==> config.mk <==
export PLATFORM = sky130hd
export DESIGN_NAME = odo_sbox_small_seq
export DESIGN_NICKNAME = d
export VERILOG_FILES = /design/src/rtl/odo_sbox_small_seq_pkg.sv /design/src/rtl/odo_sbox_small_seq.sv
export SDC_FILE = /design/constraint.sdc
export NUM_CORES = 1
export LEC_CHECK = 0
export CORE_ASPECT_RATIO = 0.7
export CORE_MARGIN = 5
export CORE_UTILIZATION = 40
export DETAILED_ROUTE_END_ITERATION = 10
export GPL_TIMING_DRIVEN = 0
export PLACE_DENSITY_LB_ADDON = 0.08
export SYNTH_ARGS = -nofsm -noshare
export SYNTH_HDL_FRONTEND = slang
export SYNTH_SLANG_ARGS = --single-unit
export TNS_END_PERCENT = 10
==> constraint.sdc <==
create_clock -name clk_i -period 2.6 [get_ports clk_i]
set_input_delay 0.52 -clock clk_i [delete_from_list [all_inputs] [get_ports clk_i]]
set_output_delay 0.52 -clock clk_i [all_outputs]
set_load 0.01 [all_outputs]
==> src/rtl/odo_sbox_small_seq_pkg.sv <==
// Shared definitions for the Odo small S-box sequencer.
//   ODO_SBOX_SMALL_W : width of one small S-box chunk (address and data).
//   odo_seq_state_e  : sequencer FSM states.
//   odo_cnt_width()  : bits needed for a chunk counter that reaches nchunk.
package odo_sbox_small_seq_pkg;

  localparam int unsigned ODO_SBOX_SMALL_W = 6;

  typedef enum logic [1:0] {
    StIdle = 2'd0,
    StRun  = 2'd1,
    StDone = 2'd2
  } odo_seq_state_e;

  // Counter must hold 0..nchunk inclusive (the extra value is the drain cycle).
  function automatic int unsigned odo_cnt_width(input int unsigned nchunk);
    return $clog2(nchunk + 1);
  endfunction

endpackage

==> src/rtl/odo_sbox_small_seq.sv <==
// Odo small S-box sequencer: streams a wide state word through one shared,
// registered 6-bit S-box, one chunk per cycle, and reassembles the result.
//
// Ports
//   clk_i        rising-edge clock
//   rst_ni       asynchronous active-low reset
//   in_valid_i   input word offered
//   in_ready_o   word accepted on this edge (combinational: state, out_ready_i, flush_i)
//   in_data_i    source word, chunk k = bits [6k+5:6k]
//   out_valid_o  substituted word available (registered)
//   out_ready_i  consumer takes the word
//   out_data_o   substituted word, chunk k = S(in chunk k)
//   flush_i      synchronous abort of the word in flight
//   busy_o       high in RUN or DONE (registered)
//   sbox_in_o    S-box address (from registers only)
//   sbox_out_i   S-box data, valid one cycle after its address
module odo_sbox_small_seq
  import odo_sbox_small_seq_pkg::*;
#(
  parameter int unsigned NChunk = 10
) (
  input  logic                                 clk_i,
  input  logic                                 rst_ni,
  input  logic                                 in_valid_i,
  output logic                                 in_ready_o,
  input  logic [ODO_SBOX_SMALL_W*NChunk-1:0]   in_data_i,
  output logic                                 out_valid_o,
  input  logic                                 out_ready_i,
  output logic [ODO_SBOX_SMALL_W*NChunk-1:0]   out_data_o,
  input  logic                                 flush_i,
  output logic                                 busy_o,
  output logic [ODO_SBOX_SMALL_W-1:0]          sbox_in_o,
  input  logic [ODO_SBOX_SMALL_W-1:0]          sbox_out_i
);

  localparam int unsigned SW   = ODO_SBOX_SMALL_W;
  localparam int unsigned CntW = odo_cnt_width(NChunk);
  localparam logic [CntW-1:0] CntLast = CntW'(NChunk);

  odo_seq_state_e state_q;

  logic [NChunk-1:0][SW-1:0] src_q;
  logic [NChunk-1:0][SW-1:0] dst_q, dst_d;
  logic [CntW-1:0]           cnt_q;
  logic                      out_valid_q;
  logic                      busy_q;
  logic [SW-1:0]             sbox_sel;

  // Chunk selection is a compare-per-chunk mux so the counter's drain value
  // (cnt == NChunk) never forms an out-of-range index.
  always_comb begin
    sbox_sel = '0;
    dst_d    = dst_q;
    if (state_q == StRun) begin
      for (int unsigned k = 0; k < NChunk; k++) begin
        // Issue: address for chunk cnt goes out this cycle.
        if (cnt_q == CntW'(k)) begin
          sbox_sel = src_q[k];
        end
        // Capture: data for the address issued last cycle arrives now.
        if (cnt_q == CntW'(k + 1)) begin
          dst_d[k] = sbox_out_i;
        end
      end
    end
  end

  assign in_ready_o  = ~flush_i &
                       ((state_q == StIdle) | ((state_q == StDone) & out_ready_i));
  assign out_valid_o = out_valid_q;
  assign out_data_o  = dst_q;
  assign busy_o      = busy_q;
  assign sbox_in_o   = sbox_sel;

  always_ff @(posedge clk_i or negedge rst_ni) begin
    if (!rst_ni) begin
      state_q     <= StIdle;
      src_q       <= '0;
      dst_q       <= '0;
      cnt_q       <= '0;
      out_valid_q <= 1'b0;
      busy_q      <= 1'b0;
    end else if (flush_i) begin
      // dst is intentionally left as-is; only the handshake state is dropped.
      state_q     <= StIdle;
      out_valid_q <= 1'b0;
      busy_q      <= 1'b0;
    end else begin
      case (state_q)
        StIdle: begin
          if (in_valid_i) begin
            src_q   <= in_data_i;
            cnt_q   <= '0;
            state_q <= StRun;
            busy_q  <= 1'b1;
          end
        end
        StRun: begin
          dst_q <= dst_d;
          if (cnt_q == CntLast) begin
            state_q     <= StDone;
            out_valid_q <= 1'b1;
          end else begin
            cnt_q <= cnt_q + CntW'(1);
          end
        end
        StDone: begin
          if (out_ready_i) begin
            out_valid_q <= 1'b0;
            if (in_valid_i) begin
              // Back-to-back: next word is accepted on the consume edge.
              src_q   <= in_data_i;
              cnt_q   <= '0;
              state_q <= StRun;
            end else begin
              state_q <= StIdle;
              busy_q  <= 1'b0;
            end
          end
        end
        default: begin
          state_q     <= StIdle;
          out_valid_q <= 1'b0;
          busy_q      <= 1'b0;
        end
      endcase
    end
  end

endmodule

==> results_dict.tcl, run 1 <==
set metrics [dict create \
    critPathArrivalTime_ns 2.17 \
    yosys_register_bits 128 \
    synth_nets 542 \
    period_share_pct 104 \
    max_cap_violations 0 \
    ios 140 \
    path_max_fanout 6 \
    place_hpwl_um 11600 \
    clockBufferDepth 2 \
    violations "negative setup slack" \
    fmax_ghz 0.371 \
    grt_max_degree 94 \
    synth_area_um2 6060 \
    cts-root-buf "clkbuf_16" \
    syn_avg_cell_area_um2 13.0 \
    antenna_left 0 \
    grt_setup_unrepaired "yes" \
    wl_met3_um 935 \
    status "finished, violations left" \
    layout_min_cycle_time_ns 2.69 \
    required_ns 2.08 \
    grt_pass1_wl_um 26000 \
    gp_congestion 0.811 \
    layout-drive-gt1-share_pct 38.5 \
    hp-class "reg2reg" \
    layout_common_cells "126 x clkdlybuf4s50_1, 125 x dfrtp_1, 62 x mux2_2, 58 x mux2_4, 35 x nand2_1" \
    overflow 0 \
    power_density_nw_per_um2 884 \
    postLayoutSetupSlackWorst_ns -0.0923 \
    rows 37 \
    viasPerCell 5.10 \
    hold_viol 0 \
    routedWlPerCell_um 19.7 \
    syn_inst 467 \
    report.final.slew_viol_count 0 \
    power.total_w 0.00776 \
    cts_tree "yes" \
    nNetsFinal 706 \
    critPathKind "reg2out" \
    p_sw_w 0.00228 \
    synth_cell_type_count 45 \
    swShare_pct 29.5 \
    highest_layer "met4" \
    antenna_found_initial 0 \
    grt_use_total_pct 18.9 \
    cts_made_buffers 17 \
    drc 0 \
    final_common_cell "clkdlybuf4s50_1" \
    post-route-cell-area_um2 8770 \
    slew_headroom_pct 59.6 \
    portBuffers 133 \
    routed-via-count 4268 \
    firstDrtPassIters 4 \
    pwr-share-clk_pct 32.3 \
    setup_tns_ns -0.313 \
    ir_worst_vdd_mv 0.485 \
    cts.sinks 128 \
    initial_core_util_pct 41.0 \
    clock_latency_ns 0.41 \
    drt_iter0_markers 241 \
    yosysSeqAreaShare_pct 52.9 \
    dr_wl_met2_um 7320 \
    power_frac_comb_pct 32.8 \
    reg2regPathDepth 6 \
    setup_violations 6 \
    core_area_um2 14800 \
    cp-end-kind "primary output" \
    area_growth_pct 44.9 \
    holdPathStages 1 \
    leakagePower_nw 3.99 \
    die_h_um 113 \
    routed_wl_um 16500 \
    preCtsSetupSlack_ns -0.783 \
    yosys_warnings 0 \
    dieArea_um2 17700 \
    grt_pass1_vias 4583 \
    seqPwrFrac_pct 34.8 \
    worstMarginPinSlew_ns 0.606 \
    postPlaceCellArea_um2 7660 \
    diodes 0 \
    die_w_um 157 \
    htree_levels 4 \
    clk_pin_slew_ns 0.05 \
    finClkSkew_ns 0.00903 \
    met1_length_um 8130 \
    p_int_w 0.00547 \
    start_kind "flop" \
]
==> cell usage after synthesis, drive strengths merged <==
library cell | n | share of area, %
a2bb2oi | 1 | 0.14
or4b | 1 | 0.23
a32o | 1 | 0.17
o311ai | 1 | 0.14
nor3 | 2 | 0.35
xor2 | 2 | 0.29
mux2 | 120 | 26
a32oi | 1 | 0.14
dfrtp | 128 | 53
o2bb2ai | 1 | 0.14
a21oi | 37 | 3.1
or3 | 1 | 0.10
a21boi | 1 | 0.12
ha | 4 | 0.83
nand2 | 36 | 2.2
buf | 21 | 3.1
a21o | 1 | 0.12
o22ai | 5 | 0.52
and2b | 1 | 0.14
inv | 16 | 0.99
nor3b | 3 | 0.37
o211ai | 5 | 0.62
o21ai | 11 | 0.91
a31oi | 1 | 0.10
or3b | 1 | 0.19
nor4b | 1 | 0.14
a211oi | 6 | 0.74
nor2b | 4 | 0.54
and2 | 2 | 0.21
nand3b | 1 | 0.12
nor2 | 22 | 1.4
nor4bb | 5 | 0.83
nand3 | 4 | 0.33
nand4 | 1 | 0.10
and3 | 1 | 0.10
clkbuf | 11 | 0.68
a221oi | 5 | 0.72
nand2b | 2 | 0.21
==> metal layers <==
metal	vias to the layer above	track usage, %
li1	1978	-
met1	2149	28.2
met2	133	27.9
met3	8	4.82
met4	0	3.95
met5	-	0
==> worst max-delay path, cell delays in order, from the launching register on <==
cell	delay, ns
dfrtp_2	0.46
inv_4	0.10
ha_4	0.20
buf_4	0.16
nor2_1	0.05
a221oi_2	0.28
o211ai_1	0.16
o22ai_1	0.18
buf_2	0.17
==> layout make-up <==
cell class                 count  area [µm²]
fill                        1184        6000
buffer                        30         350
sequential                   128        3210
clock buffer                  17         425
tap                          195         244
inverter                      16        62.6
timing repair buffer         147        1460
multi-input combinational    291        2830
clock inverter                13         189
==> through the flow <==
stage | utilization (%) | hold WS (ns) | instances
3_5_place_dp | 51.9 | 0.441 | 796
4_1_cts | 58.4 | 0.508 | 833
6_report | 59.4 | 0.505 | 837
3_3_place_gp | 51.7 | 0.486 | 795
5_1_grt | 59.4 | 0.520 | 837
2_1_floorplan | - | 0.224 | 467
==> kinds of logic after synthesis <==
| kind of cell | count (synthesis) | synth area share (%) |
|---|---|---|
| adders and majority gates | 4 | 0.826 |
| and+or+nand+nor | 88 | 7.60 |
| xor gates and xnor gates | 2 | 0.289 |
| AOI/OAI and AO/OA | 77 | 7.67 |
| muxes | 120 | 25.9 |
| DFF | 128 | 52.9 |
| buffers and inverters | 48 | 4.81 |
==> power groups by stage <==
stage / Sequential (W) / Clock (W) / Combinational, W
6_report: 0.00270 / 0.00251 / 0.00255
5_1_grt: 0.00276 / 0.00265 / 0.00271
4_1_cts: 0.00270 / 0.00256 / 0.00240
3_5_place_dp: 0.00271 / 0 / 0.00203
3_3_place_gp: 0.00270 / 0 / 0.00201
2_1_floorplan: 0.00272 / 0 / 0.00105
==> repair_timing <==
action | 4_1_cts | 5_1_grt
hold buffers | 1 | 0
setup endpoints to repair | 7 | 7
pin swaps | 14 | 11
endpoints found under the hold margin | 2 | 0
resized for setup | 106 | 29
gates cloned | 2 | 0
setup buffers | 6 | 4
==> registers in the layout (all words and copies together) (netlist names) <==
name	count
out_valid_o	1
cnt_q	4
out_data_o	60
state_q	2
busy_o	1
src_q	60
==> path summary, 6_finish.rpt <==
check	endpoint	from	slack [ns]
hold / removal	out_data_o[33]$_DFFE_PN0P_	out_data_o[33]$_DFFE_PN0P_	0.51
setup reg to reg	out_data_o[53]$_DFFE_PN0P_	cnt_q[3]$_DFFE_PN0P_	0.57
min in group asynchronous	out_data_o[59]$_DFFE_PN0P_	rst_ni	0.59
hold reg to reg	out_data_o[33]$_DFFE_PN0P_	out_data_o[33]$_DFFE_PN0P_	0.51
setup / recovery	sbox_in_o[4]	cnt_q[1]$_DFFE_PN0P_	-0.09
max in group asynchronous	src_q[32]$_DFFE_PN0P_	rst_ni	1.22
Power figures use the tool's default switching activity.
==> run 2: changes to the inputs <==
--- a/config.mk
+++ b/config.mk
@@ -7,7 +7,7 @@
 export LEC_CHECK = 0
 export CORE_ASPECT_RATIO = 0.7
 export CORE_MARGIN = 5
-export CORE_UTILIZATION = 40
+export CORE_UTILIZATION = 50
 export DETAILED_ROUTE_END_ITERATION = 10
 export GPL_TIMING_DRIVEN = 0
 export PLACE_DENSITY_LB_ADDON = 0.08
==> run 2 against run 1 <==
  * The flow still finishes with violations (negative setup slack)
  * Via count increased by 2.7%
  * Routed wire length decreased by 2.5%
  * Global-route usage increased by 3.7 points
  * Sequential cell count unchanged
  * Worst setup slack got worse by 0.0018 ns
  * Non-clock buffer count decreased by 7
  * Highest routed layer unchanged
==> results_dict.tcl, run 2 (same netlist as run 1, synthesis figures left out) <==
set metrics [dict create \
    status "finished, violations left" \
    violations "negative setup slack" \
    crit_family "buffers and inverters" \
    crit_buf_inv 4 \
    overflow 0 \
    core_area_um2 11800 \
    hp-class "in2async" \
    final_common_cell "clkdlybuf4s50_1" \
    diodes 0 \
    cts.sinks 128 \
    antenna_found_initial 0 \
    layout_common_cells "126 x clkdlybuf4s50_1, 125 x dfrtp_1, 62 x mux2_2, 58 x mux2_4, 35 x nand2_1" \
    ir_worst_vdd_mv 0.565 \
    critPathSlowestCell "dfrtp_2" \
    die_h_um 102 \
    cts_hold_buf 0 \
    layout-drive-gt1-share_pct 37.7 \
    crit_chain "inv_4 > ha_4 > clkbuf_16 > buf_8 > a21oi_1 > o21ai_2 > a21oi_2 > o22ai_1 > buf_2" \
    grt_use_total_pct 22.6 \
    worstMarginPinSlew_ns 0.635 \
    routed_wl_um 16100 \
    antenna_left 0 \
    routed-via-count 4385 \
    postLayoutSetupSlackWorst_ns -0.0941 \
    area_growth_pct 42.9 \
    drt_iter0_markers 373 \
    path_max_fanout 10 \
    die_w_um 142 \
    period_share_pct 104 \
    required_ns 2.08 \
    cts_tree "yes" \
    fmax_ghz 0.371 \
    power_density_nw_per_um2 893 \
    grt_pass1_wl_um 24900 \
    cts_made_buffers 17 \
    rows 33 \
    cp-end-kind "primary output" \
    routedWlPerCell_um 20.3 \
    critical_path.max_stage_delay_ns 0.48 \
    portBuffers 133 \
    clockBufferDepth 2 \
    dieArea_um2 14400 \
    firstDrtPassIters 6 \
    critPathKind "reg2out" \
    layout_min_cycle_time_ns 2.69 \
    setup_violations 6 \
    nNetsFinal 699 \
    setup_tns_ns -0.379 \
    initial_core_util_pct 51.5 \
    report.final.slew_viol_count 0 \
    final.fill_count 788 \
    grt_pass1_vias 4559 \
    preCtsSetupSlack_ns -0.727 \
    start_kind "flop" \
    place_hpwl_um 11200 \
    clk_pin_slew_ns 0.06 \
    cts-root-buf "clkbuf_16" \
    finClkSkew_ns 0.00621 \
    leakagePower_nw 3.95 \
    clock_latency_ns 0.41 \
    grt_setup_unrepaired "yes" \
    gp_congestion 0.897 \
    ios 140 \
    critPathArrivalTime_ns 2.17 \
    hold_viol 0 \
    grt_max_degree 91 \
    htree_levels 4 \
    max_cap_violations 0 \
    slew_headroom_pct 57.7 \
    viasPerCell 5.52 \
    drc 0 \
]
[run 2: cell count changes in the layout (fill, tap and decap cells not counted), sizes merged]
cell	previous run	this run
buf	42	35
clkbuf	25	29
clkinv	5	3
clkinvlp	2	3
dlygate4sd3	1	0
[run 2: cell type report]
cell class,count,area [µm²],share of cell area [%]
multi-input combinational,291,2820,32.6
clock buffer,20,467,5.39
tap,157,196,2.27
buffer,30,344,3.98
inverter,16,65.1,0.752
sequential,128,3210,37.1
timing repair buffer,140,1380,15.9
clock inverter,12,179,2.07
[run 2: per-layer routing]
| layer | part of all wire (%) | vias up | track usage (%) |
|---|---|---|---|
| met5 | 0 | - | 0 |
| met4 | 0.76 | 0 | 4.94 |
| met3 | 7.0 | 17 | 6.13 |
| met2 | 46 | 169 | 34.5 |
| met1 | 46 | 2228 | 32.7 |
| li1 | - | 1971 | - |
[run 2: where the power goes]
group          total, W  leakage, nW  internal (W)  switching [W]
Combinational   0.00245         2.02       0.00138        0.00106
Clock           0.00257        0.309       0.00168       0.000884
Sequential      0.00271         1.62       0.00241       0.000303
Total           0.00772         3.95       0.00547        0.00225
[run 2: final timing paths]
kind	cells after the start	start	slack, ns	end
max	9	cnt_q[0]$_DFFE_PN0P_	-0.09	sbox_in_o[3]
min	1	rst_ni	0.005	out_data_o[36]$_DFFE_PN0P_
max reg2reg	5	state_q[0]$_DFFE_PN0P_	0.61	out_data_o[39]$_DFFE_PN0P_
min reg2reg	1	out_data_o[24]$_DFFE_PN0P_	0.50	out_data_o[24]$_DFFE_PN0P_
max in group asynchronous	2	rst_ni	1.83	out_data_o[0]$_DFFE_PN0P_
min in group clk_i	1	out_data_o[24]$_DFFE_PN0P_	0.50	out_data_o[24]$_DFFE_PN0P_
[run 2: what timing repair did]
item / 4_1_cts / 5_1_grt
gates cloned: 1 / 0
gates resized for setup: 107 / 17
pin swaps: 15 / 4
setup endpoints to repair: 7 / 7
buffers inserted: 5 / 0
[run 2: metrics by stage]
step | area (µm²) | instances | hold WS [ns] | utilization (%) | total power, W
final | 8650 | 794 | 0.00466 | 73.5 | 0.00772
after CTS | 8590 | 794 | 0.00645 | 73.0 | 0.00768
after detailed placement | 7610 | 758 | 0.448 | 64.7 | 0.00472
after global placement | 7580 | 757 | 0.487 | 64.4 | 0.00467
after global routing | 8650 | 794 | 0.0237 | 73.5 | 0.00805
after floorplan | 6060 | 467 | 0.224 | - | 0.00377
==> run 3: changes to the inputs <==
--- a/config.mk
+++ b/config.mk
@@ -8,6 +8,7 @@
 export CORE_ASPECT_RATIO = 0.7
 export CORE_MARGIN = 5
 export CORE_UTILIZATION = 50
+export CTS_CLUSTER_SIZE = 12
 export DETAILED_ROUTE_END_ITERATION = 10
 export GPL_TIMING_DRIVEN = 0
 export PLACE_DENSITY_LB_ADDON = 0.08
==> results of run 3 <==
No change in the layout: final DEF, timing and power equal those of run 2.
==> patch 1, RTL diff (settings of run 1) <==
Reset style: synchronous (`rst_ni`), changed in one clocked block. Comments in the files are not updated.
--- a/src/rtl/odo_sbox_small_seq.sv
+++ b/src/rtl/odo_sbox_small_seq.sv
@@ -72,7 +72,7 @@
   assign busy_o      = busy_q;
   assign sbox_in_o   = sbox_sel;
 
-  always_ff @(posedge clk_i or negedge rst_ni) begin
+  always_ff @(posedge clk_i) begin
     if (!rst_ni) begin
       state_q     <= StIdle;
       src_q       <= '0;
Check against the original RTL: differs if rst_ni is asserted again (counterexample within 4 cycles, from zero or initial values and one cycle with rst_ni low); with rst_ni held inactive, the same outputs for 10 cycles.
==> patch 1 against run 1 <==
- the flow still finishes with violations (setup timing)
- core utilization fell by 1.2 points
- design area fell by 7.6%
- sequential cell count did not move
- sequential share of layout area fell by 4.9 points
- critical path type unchanged
- register-to-register slack improved by 20 ps
- area after synthesis fell by 6.4%
- worst setup slack got worse by 150 ps
- wire length rose by 7.7%
Power is not compared: it rests on default switching activity, and its combinational part moved more than twofold at a synthesized area within 25%.
==> patch 1: results <==
export IMPL_first_iter_violations=296
export IMPL_layout_cells_non_filler=1007
export IMPL_routabilityCongestion=0.869
export IMPL_post_route_worst_setup_slack_ps=-245
export IMPL_avgSynthCellArea_um2=8.72
export IMPL_grt_max_degree=17
export IMPL_grt_pass1_wl_mm=27.9
export IMPL_dp_cells=973
export IMPL_fin_nets=879
export IMPL_netlist_top_cells_count="136 x nand2_1, 128 x dfxtp_1, 68 x nor2b_1, 66 x a21boi_0, 54 x mux2i_1"
export IMPL_antenna_found_initial=1
export IMPL_worst_pin_slew_ps=851
export IMPL_drive_above_1_share=0.102
export IMPL_post_place_ws_ps=-741
export IMPL_ys_async_sr_fraction=0
export IMPL_status="finished, violations left"
export IMPL_hpwl_mm=13.3
export IMPL_track_usage=0.214
export IMPL_failed_checks="setup timing"
export IMPL_grt_pass1_vias=5082
export IMPL_synth_area_leaders="dfxtp_1 45%, mux2i_1 9.5%, nand2_1 9.0%, a21boi_0 8.7%, nor2b_1 7.5%"
export IMPL_arrival_ps=2330
export IMPL_syn_nets=725
export IMPL_routed_via_density=5.07
export IMPL_wl_per_cell_um=17.7
export IMPL_finalSetupViolCount=5
## patch 1: layer usage
metal | routed length (µm) | global-route usage
met2 | 7290 | 0.306
met1 | 9120 | 0.313
met5 | 13 | 0
met3 | 1130 | 0.0625
met4 | 228 | 0.0564
## patch 1: worst max-delay path: stages, from the launching register on
cell	delay (ps)
dfxtp_4	370
ha_4	180
or3_4	390
a221o_1	290
a221o_1	310
a31oi_1	210
buf_2	170
## patch 1: area by class of cell
type                    instances  area (µm²)
repair buffers                137        1340
clock buffers                  19         443
inverters                      14        55.1
plain buffers                  53         284
well taps                     190         238
fillers                      1199        5810
flip-flops and latches        128        2570
multi-input cells             453        2970
clock inverters                13         200
## patch 1: stage by stage
| stage | setup TNS, ps | hold WS, ps |
|---|---|---|
| 2_1_floorplan | 0 | 440 |
| 3_3_place_gp | -3650 | 456 |
| 3_5_place_dp | -3680 | 461 |
| 4_1_cts | -1410 | 469 |
| 5_1_grt | -1000 | 500 |
| 6_report | -631 | 467 |
## patch 1: final timing paths
path | startpoint | endpoint | depth (start not counted)
worst max-delay path | cnt_q[1] | sbox_in_o[1] | 6
worst max register to register | cnt_q[0] | out_data_o[56] | 6
worst min register to register | src_q[7] | src_q[7] | 2
worst min-delay path | src_q[7] | src_q[7] | 2
## patch 1: logic make-up (layout without fill, tap and decap cells)
kind of cell | Yosys count | after routing | share of synthesized area
simple gates | 258 | 258 | 0.222
fa+ha+maj | 4 | 4 | 0.00883
xor+xnor | 3 | 3 | 0.00463
buf+inv | 69 | 236 | 0.0468
flops | 128 | 128 | 0.452
compound gates | 134 | 134 | 0.171
mux | 54 | 54 | 0.0953
## patch 1: report_power, final
group          switching (µW)  internal (µW)  total (µW)
Sequential               33.3           2010        2040
Clock                     942           1650        2600
Combinational             171            181         352
Total                    1150           3840        4990
## patch 1: repair_timing
item	4_1_cts	5_1_grt
resized for setup	69	32
setup endpoints to repair	6	6
pin swaps	4	14
hold buffers	0	0
buffers inserted	2	2
==> patch 2, RTL diff (settings of run 1) <==
Without the edit above. `ODO_SBOX_SMALL_W`: 6 -> 8.
--- a/src/rtl/odo_sbox_small_seq_pkg.sv
+++ b/src/rtl/odo_sbox_small_seq_pkg.sv
@@ -4,7 +4,7 @@
 //   odo_cnt_width()  : bits needed for a chunk counter that reaches nchunk.
 package odo_sbox_small_seq_pkg;
 
-  localparam int unsigned ODO_SBOX_SMALL_W = 6;
+  localparam int unsigned ODO_SBOX_SMALL_W = 8;
 
   typedef enum logic [1:0] {
     StIdle = 2'd0,
Ports: changed (resized in_data_i, out_data_o, sbox_in_o and sbox_out_i); port bits go from 140 to 184. No check against the original RTL was run, so the function may have changed too.
==> patch 2 against run 1 <==
- the flow still finishes with violations (setup timing)
- via count rose by 23%
- core utilization down 1.9 points
- area after synthesis up 21%
- clock power shrank 2%
- sequential cell count is 40 higher
- count of clock-buffer cells in the layout increased by 3
- design area is 18% higher
- wire length rose by 26%
- worst setup slack got worse by 140 ps
- total power rose by 25%
- critical path depth increased by 2
==> patch 2: results <==
export IMPL_hold_class="input pin to asynchronous set/reset pin"
export IMPL_ir_drop_mv=0.458
export IMPL_dp_cells=951
export IMPL_antenna_found_initial=1
export IMPL_root_buffer="clkbuf_16"
export IMPL_seq_area_frac_synth=0.571
export IMPL_wirelength_mm=20.8
export IMPL_failed_checks="setup timing"
export IMPL_cts_path_max_buffers=2
export IMPL_max_stage_delay_ps=410
export IMPL_met2_usage=0.284
export IMPL_power_switching_share=0.316
export IMPL_yosysUniqueCellTypes=43
export IMPL_synth_area_leaders="dfrtp_1 57%, mux2_2 24%, a21oi_1 1.8%, buf_6 1.7%, o21ai_0 1.6%"
export IMPL_netlist_top_cells_count="168 x dfrtp_1, 157 x mux2_2, 27 x a21oi_1, 23 x o21ai_0, 19 x nand2_1"
export IMPL_finalSetupViolCount=8
export IMPL_ys_async_sr_fraction=1.00
export IMPL_grt_pass1_vias=5425
export IMPL_routabilityCongestion=0.848
export IMPL_hpwl_mm=15.3
export IMPL_layout_cells_non_filler=995
export IMPL_leakagePower_uw=0.00453
export IMPL_port_buffers=175
export IMPL_yosysWarningCount=0
export IMPL_diodes=0
export IMPL_routed_via_density=5.28
export IMPL_power_share_clock=0.254
export IMPL_grt_max_degree=88
export IMPL_met1_usage=0.300
export IMPL_status="finished, violations left"
export IMPL_design_area_um2=10400
export IMPL_first_iter_violations=350
export IMPL_path_max_fanout=5
export IMPL_grtUsageMet3=0.0531
export IMPL_post_place_ws_ps=-853
export IMPL_place_area_um2=9440
export IMPL_cp_top_family="compound AO/OA/AOI/OAI gates"
export IMPL_worst_pin_slew_ps=635
export IMPL_grt_pass1_wl_mm=31.7
export IMPL_clk_pin_slew_ps=60
export IMPL_firstDrtPassIters=5
export IMPL_cts_max_level=4
export IMPL_n_fill_cell=1489
export IMPL_postSynthCellCount=539
export IMPL_track_usage=0.199
export IMPL_syn_nets=636
export IMPL_arrival_ps=2310
export IMPL_clk_latency_ps=420
export IMPL_cp_slowest_cell="dfrtp_2"
export IMPL_post_route_worst_setup_slack_ps=-233
export IMPL_drive_above_1_share=0.378
export IMPL_finalSetupTns_ps=-1650
export IMPL_cts_buffers=17
export IMPL_fin_skew_ps=7.55
export IMPL_fin_nets=843
[patch 2: layout make-up]
type                       instances  share of cell area
sequential                       168               0.405
clock buffer                      20              0.0440
tap                              236              0.0284
inverter                          14             0.00530
clock inverter                    12              0.0111
timing repair buffer             190               0.182
multi-input combinational        320               0.296
buffer                            35              0.0277
[patch 2: what timing repair did]
action	in CTS	in global routing
buffers inserted	13	1
pin swaps	17	10
resized for setup	110	18
gates cloned	0	0
setup endpoints to repair	8	8
[patch 2: kinds of logic after synthesis]
family | synth area share
AO/OA/AOI/OAI | 0.0847
AND/OR/NAND/NOR | 0.0520
flip-flops | 0.571
adder cells (fa/ha/maj) | 0.00680
multiplexers | 0.245
buffers and inverters | 0.0401
[patch 2: per-layer routing]
| layer | wire length, µm | part of all wire | vias to the layer above |
|---|---|---|---|
| met5 | 7 | 0.00034 | - |
| met4 | 272 | 0.013 | 2 |
| met3 | 1260 | 0.061 | 26 |
| met2 | 9240 | 0.44 | 159 |
| met1 | 10000 | 0.48 | 2701 |
| li1 | - | - | 2367 |
[patch 2: worst paths after layout]
path / startpoint / endpoint / slack [ps] / cells after the start
min in group clk_i: out_data_o[45] / out_data_o[45] / 490 / 1
worst min-delay path: rst_ni / src_q[59] / 70 / 1
worst max register to register: cnt_q[1] / out_data_o[78] / 600 / 6
worst max-delay path: cnt_q[0] / sbox_in_o[3] / -230 / 10
worst min register to register: out_data_o[45] / out_data_o[45] / 490 / 1
max in group asynchronous: rst_ni / cnt_q[0] / 1680 / 2
[patch 2: power groups by stage]
stage	sequential, µW	combinational [µW]	clock (µW)
2_1_floorplan	3850	1390	0
3_3_place_gp	3710	3080	0
3_5_place_dp	3750	3150	0
4_1_cts	3700	3510	2520
5_1_grt	3780	3800	2630
6_report	3700	3550	2470
